File: src/rtl/laser_pkg.sv
// -----------------------------------------------------------------------------
// laser_pkg
// Definitions shared by the laser driver and the laser receiver:
//   - lrx_state_t   : receiver state encoding (2 bits)
//   - LASER_TIMER_W : width of the receiver's cycle timer
//   - CLK_HZ        : default system clock frequency
//   - LASER_MAX_ON  : longest beam burst the driver can emit, in cycles
// -----------------------------------------------------------------------------
package laser_pkg;

    typedef enum logic [1:0] {
        LRX_IDLE     = 2'd0,
        LRX_QUALIFY  = 2'd1,
        LRX_HELD     = 2'd2,
        LRX_COOLDOWN = 2'd3
    } lrx_state_t;

    localparam int          LASER_TIMER_W = 32;
    localparam int unsigned CLK_HZ        = 32'd50000000;
    localparam int unsigned LASER_MAX_ON  = 32'd150000000;

endpackage : laser_pkg

File: src/rtl/laser_rx_sync.sv
// -----------------------------------------------------------------------------
// laser_rx_sync
// Two-flop synchronizer for a single asynchronous input bit.
// Ports:
//   clock - system clock
//   reset - asynchronous, active-high reset (both stages load RESET_VAL)
//   d     - asynchronous input
//   q     - synchronized output (two clock edges of latency)
// -----------------------------------------------------------------------------
module laser_rx_sync #(
    parameter logic RESET_VAL = 1'b1
) (
    input  logic clock,
    input  logic reset,
    input  logic d,
    output logic q
);

    logic stage1_r;

    // Two-stage shift; the first stage may go metastable, the second resolves it.
    always_ff @(posedge clock or posedge reset) begin
        if (reset) begin
            stage1_r <= RESET_VAL;
            q        <= RESET_VAL;
        end else begin
            stage1_r <= d;
            q        <= stage1_r;
        end
    end

endmodule : laser_rx_sync

File: src/rtl/laser_receiver.sv
// -----------------------------------------------------------------------------
// laser_receiver
// Target-side laser hit detector. The photodiode comparator output is
// synchronized, a beam lasting MIN_HIT_CYCLES+1 consecutive sampled cycles is
// qualified as a hit, and the detector then waits for beam loss followed by a
// COOLDOWN_CYCLES re-arm period before it can score again.
//
// Optional feature (macro LASER_RX_STUCK_DET_EN): flags `stuck` when the beam
// stays on for STUCK_CYCLES cycles after a hit. Without the macro, stuck is 0.
//
// Ports:
//   clock       - system clock
//   reset       - asynchronous, active-high reset
//   sensor_n    - raw photodiode comparator, 0 = beam present (asynchronous)
//   enable      - 1 = detector armed; 0 returns to IDLE on the next edge
//   clear_count - synchronous clear of hit_count
//   hit         - one-cycle pulse per qualified hit
//   hit_count   - saturating hit total
//   beam        - synchronized beam-present level
//   busy        - state is not IDLE
//   stuck       - beam held too long after a hit
// -----------------------------------------------------------------------------
module laser_receiver
    import laser_pkg::*;
#(
    parameter int unsigned MIN_HIT_CYCLES  = CLK_HZ / 32'd1000,
    parameter int unsigned COOLDOWN_CYCLES = CLK_HZ / 32'd2,
    parameter int unsigned CNT_W           = 8,
    // Longest legal driver burst plus one second of margin.
    parameter int unsigned STUCK_CYCLES    = LASER_MAX_ON + CLK_HZ
) (
    input  logic             clock,
    input  logic             reset,
    input  logic             sensor_n,
    input  logic             enable,
    input  logic             clear_count,
    output logic             hit,
    output logic [CNT_W-1:0] hit_count,
    output logic             beam,
    output logic             busy,
    output logic             stuck
);

`ifdef LASER_RX_STUCK_DET_EN
    localparam bit STUCK_EN = 1'b1;
`else
    localparam bit STUCK_EN = 1'b0;
`endif

    localparam logic [LASER_TIMER_W-1:0] TIMER_ZERO = {LASER_TIMER_W{1'b0}};
    localparam logic [LASER_TIMER_W-1:0] TIMER_ONE  = LASER_TIMER_W'(32'd1);
    localparam logic [LASER_TIMER_W-1:0] MIN_T      = LASER_TIMER_W'(MIN_HIT_CYCLES);
    localparam logic [LASER_TIMER_W-1:0] COOL_LAST  = LASER_TIMER_W'(COOLDOWN_CYCLES - 32'd1);
    localparam logic [LASER_TIMER_W-1:0] STUCK_T    = LASER_TIMER_W'(STUCK_CYCLES);
    // The stuck flag rises on the edge where the timer arrives at STUCK_T.
    localparam logic [LASER_TIMER_W-1:0] STUCK_LAST =
        (STUCK_CYCLES > 32'd0) ? LASER_TIMER_W'(STUCK_CYCLES - 32'd1) : TIMER_ZERO;
    localparam logic [CNT_W-1:0]         CNT_ZERO   = {CNT_W{1'b0}};
    localparam logic [CNT_W-1:0]         CNT_ONE    = CNT_W'(1'b1);
    localparam logic [CNT_W-1:0]         CNT_MAX    = {CNT_W{1'b1}};

    logic                     sync_q_s;
    logic                     beam_s;
    logic                     qual_hit_s;
    lrx_state_t               state_r;
    logic [LASER_TIMER_W-1:0] timer_r;
    logic                     hit_r;
    logic [CNT_W-1:0]         count_r;
    logic                     stuck_r;

    // Reset value 1 = no beam, so beam reads 0 straight out of reset.
    laser_rx_sync #(
        .RESET_VAL (1'b1)
    ) u_sync (
        .clock (clock),
        .reset (reset),
        .d     (sensor_n),
        .q     (sync_q_s)
    );

    assign beam_s = ~sync_q_s;

    // Edge on which a qualification completes; drives both hit and the counter.
    assign qual_hit_s = enable && (state_r == LRX_QUALIFY) && beam_s && (timer_r == MIN_T);

    // Detector FSM with its timer and all registered outputs.
    always_ff @(posedge clock or posedge reset) begin
        if (reset) begin
            state_r <= LRX_IDLE;
            timer_r <= TIMER_ZERO;
            hit_r   <= 1'b0;
            count_r <= CNT_ZERO;
            stuck_r <= 1'b0;
        end else begin
            hit_r   <= 1'b0;
            stuck_r <= 1'b0;

            if (!enable) begin
                state_r <= LRX_IDLE;
                timer_r <= TIMER_ZERO;
            end else begin
                case (state_r)
                    LRX_IDLE: begin
                        if (beam_s) begin
                            state_r <= LRX_QUALIFY;
                            timer_r <= TIMER_ONE;
                        end else begin
                            timer_r <= TIMER_ZERO;
                        end
                    end
                    LRX_QUALIFY: begin
                        if (!beam_s) begin
                            // Too short: treated as a glitch, nothing counted.
                            state_r <= LRX_IDLE;
                            timer_r <= TIMER_ZERO;
                        end else if (timer_r == MIN_T) begin
                            hit_r   <= 1'b1;
                            state_r <= LRX_HELD;
                            timer_r <= TIMER_ZERO;
                        end else begin
                            timer_r <= timer_r + TIMER_ONE;
                        end
                    end
                    LRX_HELD: begin
                        if (!beam_s) begin
                            state_r <= LRX_COOLDOWN;
                            timer_r <= TIMER_ZERO;
                        end else if (STUCK_EN) begin
                            // Timer parks at STUCK_T so the flag stays up while held.
                            if (timer_r >= STUCK_LAST) begin
                                timer_r <= STUCK_T;
                                stuck_r <= 1'b1;
                            end else begin
                                timer_r <= timer_r + TIMER_ONE;
                            end
                        end else begin
                            timer_r <= TIMER_ZERO;
                        end
                    end
                    LRX_COOLDOWN: begin
                        // Beam is ignored here; only elapsed time matters.
                        if (timer_r == COOL_LAST) begin
                            state_r <= LRX_IDLE;
                            timer_r <= TIMER_ZERO;
                        end else begin
                            timer_r <= timer_r + TIMER_ONE;
                        end
                    end
                    default: begin
                        state_r <= LRX_IDLE;
                        timer_r <= TIMER_ZERO;
                    end
                endcase
            end

            // A clear on the qualifying edge keeps that hit.
            if (clear_count) begin
                count_r <= qual_hit_s ? CNT_ONE : CNT_ZERO;
            end else if (qual_hit_s && (count_r != CNT_MAX)) begin
                count_r <= count_r + CNT_ONE;
            end else begin
                count_r <= count_r;
            end
        end
    end

    assign hit       = hit_r;
    assign hit_count = count_r;
    assign beam      = beam_s;
    assign busy      = (state_r != LRX_IDLE);
    assign stuck     = stuck_r;

endmodule : laser_receiver

File: config.mk
export PLATFORM = sky130hd
export DESIGN_NAME = laser_receiver
export DESIGN_NICKNAME = d
export VERILOG_FILES = /design/src/rtl/laser_pkg.sv /design/src/rtl/laser_rx_sync.sv /design/src/rtl/laser_receiver.sv
export SDC_FILE = /design/constraint.sdc
export NUM_CORES = 1
export LEC_CHECK = 0
export CORE_MARGIN = 2
export CORE_UTILIZATION = 61
export CTS_BUF_LIST = sky130_fd_sc_hd__clkbuf_4 sky130_fd_sc_hd__clkbuf_8
export CTS_CLUSTER_SIZE = 16
export DETAILED_ROUTE_END_ITERATION = 7
export GPL_TIMING_DRIVEN = 0
export PLACE_DENSITY = 0.82
export SLEW_MARGIN = 20
export SYNTH_ARGS = -nofsm -noshare
export SYNTH_HDL_FRONTEND = slang
export SYNTH_SLANG_ARGS = --single-unit
File: constraint.sdc
create_clock -name clock -period 2.1 [get_ports clock]
set_input_delay 0.315 -clock clock [delete_from_list [all_inputs] [get_ports clock]]
set_output_delay 0.315 -clock clock [all_outputs]
set_load 0.01 [all_outputs]
==> results.sh, run 1 <==
export IMPL_status="finished, final reports clean"
export IMPL_maxSlewViolCount=0
export IMPL_grt_pass1_wl_um=8873
export IMPL_netlist_instances=258
export IMPL_antenna_cells=0
export IMPL_vias_per_cell=5.955
export IMPL_hold_path_class="input pin to async pin"
export IMPL_drc=0
export IMPL_start_util=0.6383
export IMPL_ant_nets=0
export IMPL_antenna_found_initial=0
export IMPL_seqPwrFrac=0.590
export IMPL_relSlewSlack=0.6047
export IMPL_wl_per_cell_um=16.13
export IMPL_drtIter0Drc=231
export IMPL_grt_pass1_vias=1897
export IMPL_ctsRootBufferMaster="clkbuf_8"
export IMPL_period_minus_slack_ns=2.069
export IMPL_num_rows=23
export IMPL_synth_top_family_by_area="simple AND/OR/NAND/NOR gates"
export IMPL_path_class="flip-flop to flip-flop"
export IMPL_cts_clk_slew_worst_paths_ns=0.09
export IMPL_power_frac_clock=0.364
export IMPL_drv_cap=0
export IMPL_p_int_uw=1133
export IMPL_cp_slowest_stage_delay_ns=0.50
export IMPL_postCtsHoldBufs=0
export IMPL_path_max_fanout=6
export IMPL_ys_seq_area_frac=0.4357
export IMPL_synth_edff_count=0
export IMPL_yosys_area_share_simple=0.3188
export IMPL_drt_total_wl_um=5419
export IMPL_finalCritPeriodShare=0.9851
export IMPL_place_congestion=0.8074
export IMPL_pin_count=17
export IMPL_reg2regPathDepth=7
export IMPL_cp_data_required_time_ns=2.29
export IMPL_utilization=0.7434
export IMPL_hold_violations=0
export IMPL_finalPower_uw=1487
export IMPL_synth_avg_cell_area_um2=10.04
export IMPL_clockBufferDepth=2
export IMPL_insertion_delay_ns=0.30
export IMPL_cellPowerDensity_mw_per_mm2=493.0
export IMPL_vias=2001
export IMPL_leakage_uw=0.001222
export IMPL_p_sw_frac=0.2381
export IMPL_grt_use_total=0.2283
export IMPL_startpoint_type="flip-flop"
export IMPL_clkSinkCount=45
export IMPL_worstSetupEndpoint="timer_r[7]"
export IMPL_finClkSkew_ns=0.005626
export IMPL_synth_cell_types=53
export IMPL_fin_setup_tns_ns=0
export IMPL_fin_nets=293
export IMPL_drive_above_1_share=0.1923
export IMPL_globalRouteOverflowTotal=0
export IMPL_synth_area_mm2=0.002590
export IMPL_holdWs_ns=0.3600
export IMPL_tritoncts="done"
export IMPL_r2r_end="timer_r[7]"
export IMPL_synthAdderAreaFrac=0.01449
export IMPL_critPathCaptureType="flip-flop"
export IMPL_die_area_mm2=0.004783
export IMPL_synth_compound_area_share=0.07681
export IMPL_critical_path_startpoint="timer_r[7]"
export IMPL_port_buffers=14
export IMPL_vdd_ir_drop_max_v=0.0003927
export IMPL_die_w_um=69.16
export IMPL_firstDrtPassIters=4
export IMPL_syn2layout_area_growth_pct=16.47
export IMPL_power_switching_uw=354.1
export IMPL_final_setup_worst_slack_ns=0.03125
export IMPL_reg2reg_setup_slack_ns=0.03
export IMPL_synth_ff_type="dfrtp_1"
export IMPL_preCtsSetupSlack_ns=-0.07785
export IMPL_cts_max_level=2
export IMPL_power_share_combinational=0.046
export IMPL_dpl_hpwl_um=3603
export IMPL_grt_max_degree=25
export IMPL_worstMarginPinSlew_ns=0.5885
export IMPL_synth_mux_area_frac=0.003865
export IMPL_max_freq_ghz=0.4834
export IMPL_r2r_start="timer_r[7]"
export IMPL_crit_arrival_ns=2.26
export IMPL_synthXorXnorAreaFrac=0.1048
export IMPL_synth_nets=266
export IMPL_core_area_mm2=0.004058
export IMPL_ys_ff_latch=45
export IMPL_fp_dieH_um=69.16
export IMPL_yosysWarnings=0
export IMPL_path_cells="nor4_4 -> and3_4 -> a21oi_1 -> a211oi_4 -> buf_4 -> buf_6 -> nor3_2"
export IMPL_numCtsBuffers=5
export IMPL_slowest_stage="dfrtp_1"
export IMPL_setup_violations=0
export IMPL_async_flop_share=1.000
[Yosys cell counts (2+ instances only)]
library cell | instances | area (um^2)
dfrtp_1 | 43 | 1076
nor2_1 | 38 | 142.6
xor2_1 | 22 | 192.7
nand3_1 | 17 | 85.08
nand4_1 | 15 | 93.84
nand2_1 | 14 | 52.55
xnor2_1 | 9 | 78.83
inv_1 | 8 | 30.03
a21oi_1 | 7 | 35.03
and3_1 | 6 | 37.54
nor3_1 | 6 | 30.03
o21ai_0 | 6 | 30.03
buf_6 | 5 | 56.30
or3_1 | 5 | 31.28
nor4_4 | 4 | 85.08
and4_1 | 3 | 26.28
ha_1 | 3 | 37.54
nor4_1 | 3 | 18.77
o211ai_1 | 3 | 22.52
and3_2 | 2 | 15.01
buf_4 | 2 | 15.01
dfstp_2 | 2 | 52.55
nand2b_1 | 2 | 12.51
nand3_2 | 2 | 20.02
nor2b_1 | 2 | 12.51
nor4_2 | 2 | 25.02
[critical path, delay by kind of cell (launching register included)]
| kind | cells | cell delay [ns] |
|---|---|---|
| AND/OR/NAND/NOR | 3 | 0.70 |
| flip-flops | 1 | 0.50 |
| AO/OA/AOI/OAI | 2 | 0.44 |
| buffers and inverters | 2 | 0.31 |
[layer usage]
metal	wire length, um	track usage
met1	2458	0.3225
met2	2621	0.3536
met3	309	0.05117
met4	28	0.06754
met5	0	0
[metrics by stage]
stage	instances	cell area (um^2)
final	336	3017
after global routing	336	3017
after CTS	331	2912
after detailed placement	323	2820
after global placement	322	2793
after floorplan	258	2590
[logic make-up (layout without fill, tap and decap cells)]
| logic type | after synthesis | count (layout) |
|---|---|---|
| simple gates | 134 | 134 |
| compound gates | 25 | 25 |
| mux | 1 | 1 |
| flops | 45 | 45 |
| fa+ha+maj | 3 | 3 |
| buf+inv | 18 | 46 |
| xor+xnor | 31 | 31 |
| other cells | 1 | 1 |
[cell type report]
cell class	instances	area, um^2
timing repair buffer	20	206.4
clock inverter	3	22.52
clock buffer	5	68.82
multi-input combinational	195	1410
inverter	8	30.03
sequential	45	1132
buffer	10	83.83
tap	50	62.56
fill	287	1041
[worst min-delay path by stage]
stage	start	to	slack, ns	cells past startpoint
floorplan	sensor_n	u_sync.stage1_r	0.32	0
global placement	u_sync.stage1_r	u_sync.q	0.35	0
detailed placement	u_sync.stage1_r	u_sync.q	0.35	0
CTS	reset	timer_r[25]	0.37	2
global route	u_sync.stage1_r	u_sync.q	0.37	0
finish	reset	timer_r[25]	0.36	2
[cells in the final DEF, fill, tap and decap left out, types with 2 or more instances in the layout]
cell type / n
and3_1: 6
nor4_2: 2
dfrtp_2: 3
clkinvlp_4: 3
nand3_1: 17
nor3_2: 2
xnor2_1: 9
buf_6: 6
o211ai_1: 3
nand2_1: 14
o21ai_0: 6
and4_4: 2
inv_1: 7
dfstp_2: 2
clkbuf_8: 5
nand4_1: 15
and4_1: 2
ha_1: 2
nor4_4: 6
dfrtp_1: 40
nand2b_1: 2
nor3_1: 5
buf_4: 5
a21oi_1: 7
xor2_1: 22
or3_1: 5
clkdlybuf4s50_1: 14
nor2b_1: 2
nor2_1: 38
buf_2: 2
[state kept, by name (all words and copies together) (netlist names)]
signal / flops
timer_r: 32
state_r: 2
u_sync.stage1_r: 1
hit: 1
hit_count: 8
u_sync.q: 1
[power groups by stage]
stage	clock network (uW)	registers (uW)	logic, uW
final	542	877	68.4
after global routing	586	878	76.6
after CTS	550	876	64.6
after detailed placement	0	893	64.2
after global placement	0	893	57.1
after floorplan	0	892	37.7
[what timing repair did]
item / 4_1_cts / 5_1_grt
endpoints found under the hold margin: 0 / 0
resized for setup: 0 / 17
buffers inserted: 0 / 3
setup endpoints to repair: 0 / 30
(Power assumes the default switching activity.)
==> inputs of run 2 (changes only) <==
--- a/config.mk
+++ b/config.mk
@@ -11,6 +11,7 @@
 export CTS_CLUSTER_SIZE = 16
 export DETAILED_ROUTE_END_ITERATION = 7
 export GPL_TIMING_DRIVEN = 0
+export HOLD_SLACK_MARGIN = 0.08
 export PLACE_DENSITY = 0.82
 export SLEW_MARGIN = 20
 export SYNTH_ARGS = -nofsm -noshare
==> results of run 2 <==
Same layout as run 1: the final DEF is identical, and so are final timing and power.
==> inputs of run 3 (changes only) <==
--- a/config.mk
+++ b/config.mk
@@ -5,7 +5,6 @@
 export SDC_FILE = /design/constraint.sdc
 export NUM_CORES = 1
 export LEC_CHECK = 0
-export CORE_MARGIN = 2
 export CORE_UTILIZATION = 61
 export CTS_BUF_LIST = sky130_fd_sc_hd__clkbuf_4 sky130_fd_sc_hd__clkbuf_8
 export CTS_CLUSTER_SIZE = 16
==> results.sh, run 3 (same netlist as run 1, synthesis figures left out) <==
export IMPL_power_share_combinational=0.040
export IMPL_period_minus_slack_ns=2.066
export IMPL_startpoint_type="flip-flop"
export IMPL_num_rows=23
export IMPL_wl_per_cell_um=16.03
export IMPL_fp_dieH_um=67.16
export IMPL_maxSlewViolCount=0
export IMPL_finalCritPeriodShare=0.9837
export IMPL_fin_nets=293
export IMPL_hold_violations=0
export IMPL_worstMarginPinSlew_ns=0.5593
export IMPL_leakage_uw=0.001239
export IMPL_globalRouteOverflowTotal=0
export IMPL_setup_violations=0
export IMPL_final_common_cell="dfrtp_1"
export IMPL_drt_total_wl_um=5385
export IMPL_critPathCaptureType="flip-flop"
export IMPL_die_w_um=67.16
export IMPL_fin_setup_tns_ns=0
export IMPL_max_freq_ghz=0.4841
export IMPL_drtIter0Drc=107
export IMPL_syn2layout_area_growth_pct=16.43
export IMPL_core_area_mm2=0.004029
export IMPL_grt_pass1_wl_um=8528
export IMPL_vdd_ir_drop_max_v=0.0003538
export IMPL_path_class="flip-flop to flip-flop"
export IMPL_cellPowerDensity_mw_per_mm2=567.9
export IMPL_clockBufferDepth=2
export IMPL_tritoncts="done"
export IMPL_largest_register="timer_r"
export IMPL_cp_data_required_time_ns=2.29
export IMPL_drive_above_1_share=0.1783
export IMPL_status="finished, final reports clean"
export IMPL_start_util=0.6429
export IMPL_die_area_mm2=0.004510
export IMPL_insertion_delay_ns=0.31
export IMPL_vias_per_cell=6.083
export IMPL_grt_pass1_vias=1899
export IMPL_p_sw_frac=0.1991
export IMPL_place_congestion=0.8364
export IMPL_cts_clk_slew_worst_paths_ns=0.09
export IMPL_postCtsHoldBufs=0
export IMPL_firstDrtPassIters=4
export IMPL_relSlewSlack=0.6244
export IMPL_dpl_hpwl_um=3541
export IMPL_path_max_fanout=5
export IMPL_drc=0
export IMPL_final_cell_mix="dfrtp_1 (42), nor2_1 (38), xor2_1 (22)"
export IMPL_hold_path_class="input pin to async pin"
export IMPL_largest_reg_flops=32
export IMPL_ctsRootBufferMaster="clkbuf_8"
export IMPL_vias=2044
export IMPL_power_switching_uw=341.1
export IMPL_crit_arrival_ns=2.26
export IMPL_antenna_found_initial=0
export IMPL_numCtsBuffers=5
export IMPL_p_int_uw=1372
export IMPL_power_frac_clock=0.448
export IMPL_port_buffers=14
export IMPL_drv_cap=0
export IMPL_antenna_cells=0
export IMPL_pin_count=17
export IMPL_finalPower_uw=1713
export IMPL_grt_max_degree=25
export IMPL_clkSinkCount=45
export IMPL_ant_nets=0
export IMPL_seqPwrFrac=0.512
export IMPL_cts_max_level=2
export IMPL_grt_use_total=0.2582
export IMPL_finClkSkew_ns=0.008986
## run 3: cell count changes in the layout (fill, tap and decap cells not counted), moves of 2 or more
cell and change:
dfrtp_2 -2, dfrtp_1 +2, clkinvlp_4 -3, bufinv_16 +2
## run 3: metal layers
layer	vias up	GRT usage	share of wire
met4	0	0.1117	0.021
met2	59	0.4088	0.49
met3	15	0.04561	0.040
met1	995	0.3472	0.45
li1	975	-	-
met5	-	0	0
## run 3: cell type report
type / count / area (um^2)
inverters: 8 / 30.03
flip-flops and latches: 45 / 1130
clock inverters: 3 / 65.06
repair buffers: 20 / 202.7
fillers: 268 / 1013
well taps: 50 / 62.56
clock buffers: 5 / 68.82
multi-input cells: 195 / 1373
plain buffers: 10 / 83.83
## run 3: worst paths after layout
kind                       slack (ns)       startpoint  depth (start not counted)          end
max                              0.03       timer_r[1]                          8  timer_r[17]
min                              0.35            reset                          2  timer_r[26]
max reg2reg                      0.03       timer_r[1]                          8  timer_r[17]
min reg2reg                      0.37  u_sync.stage1_r                          0     u_sync.q
max in group asynchronous        1.18            reset                          3     u_sync.q
min in group clock               0.37  u_sync.stage1_r                          0     u_sync.q
## run 3: power groups by stage
stage	Combinational (uW)	Clock (uW)	Sequential [uW]
finish	68.1	768	876
global route	76.2	804	877
CTS	64.7	775	876
detailed placement	64.7	0	893
global placement	57.2	0	893
floorplan	37.7	0	892
## run 3: through the flow
stage / hold slack [ns] / worst slack, ns / area, um^2 / std cells / utilization
final: 0.3459 / 0.03423 / 3015 / 336 / 0.7484
after global routing: 0.3683 / -0.04126 / 3015 / 336 / 0.7484
after CTS: 0.3564 / 0.008936 / 2954 / 331 / 0.7332
after detailed placement: 0.3497 / -0.09261 / 2820 / 323 / 0.7000
after global placement: 0.3515 / -0.1565 / 2793 / 322 / 0.6932
after floorplan: 0.3195 / 0.3123 / 2590 / 258 / -
## run 3: critical path, stage by stage, from the launching register on
cell and delay (ns):
dfrtp_1 0.41, ha_2 0.24, and4_4 0.25, and2_2 0.20, nand3_2 0.14, a211oi_4 0.32, buf_4 0.17, buf_2 0.17
nor2_1 0.06
## run 3: timing repair
action | CTS | global route
setup endpoints to repair | 0 | 36
buffers inserted | 0 | 3
resized for setup | 0 | 8
endpoints found under the hold margin | 0 | 0
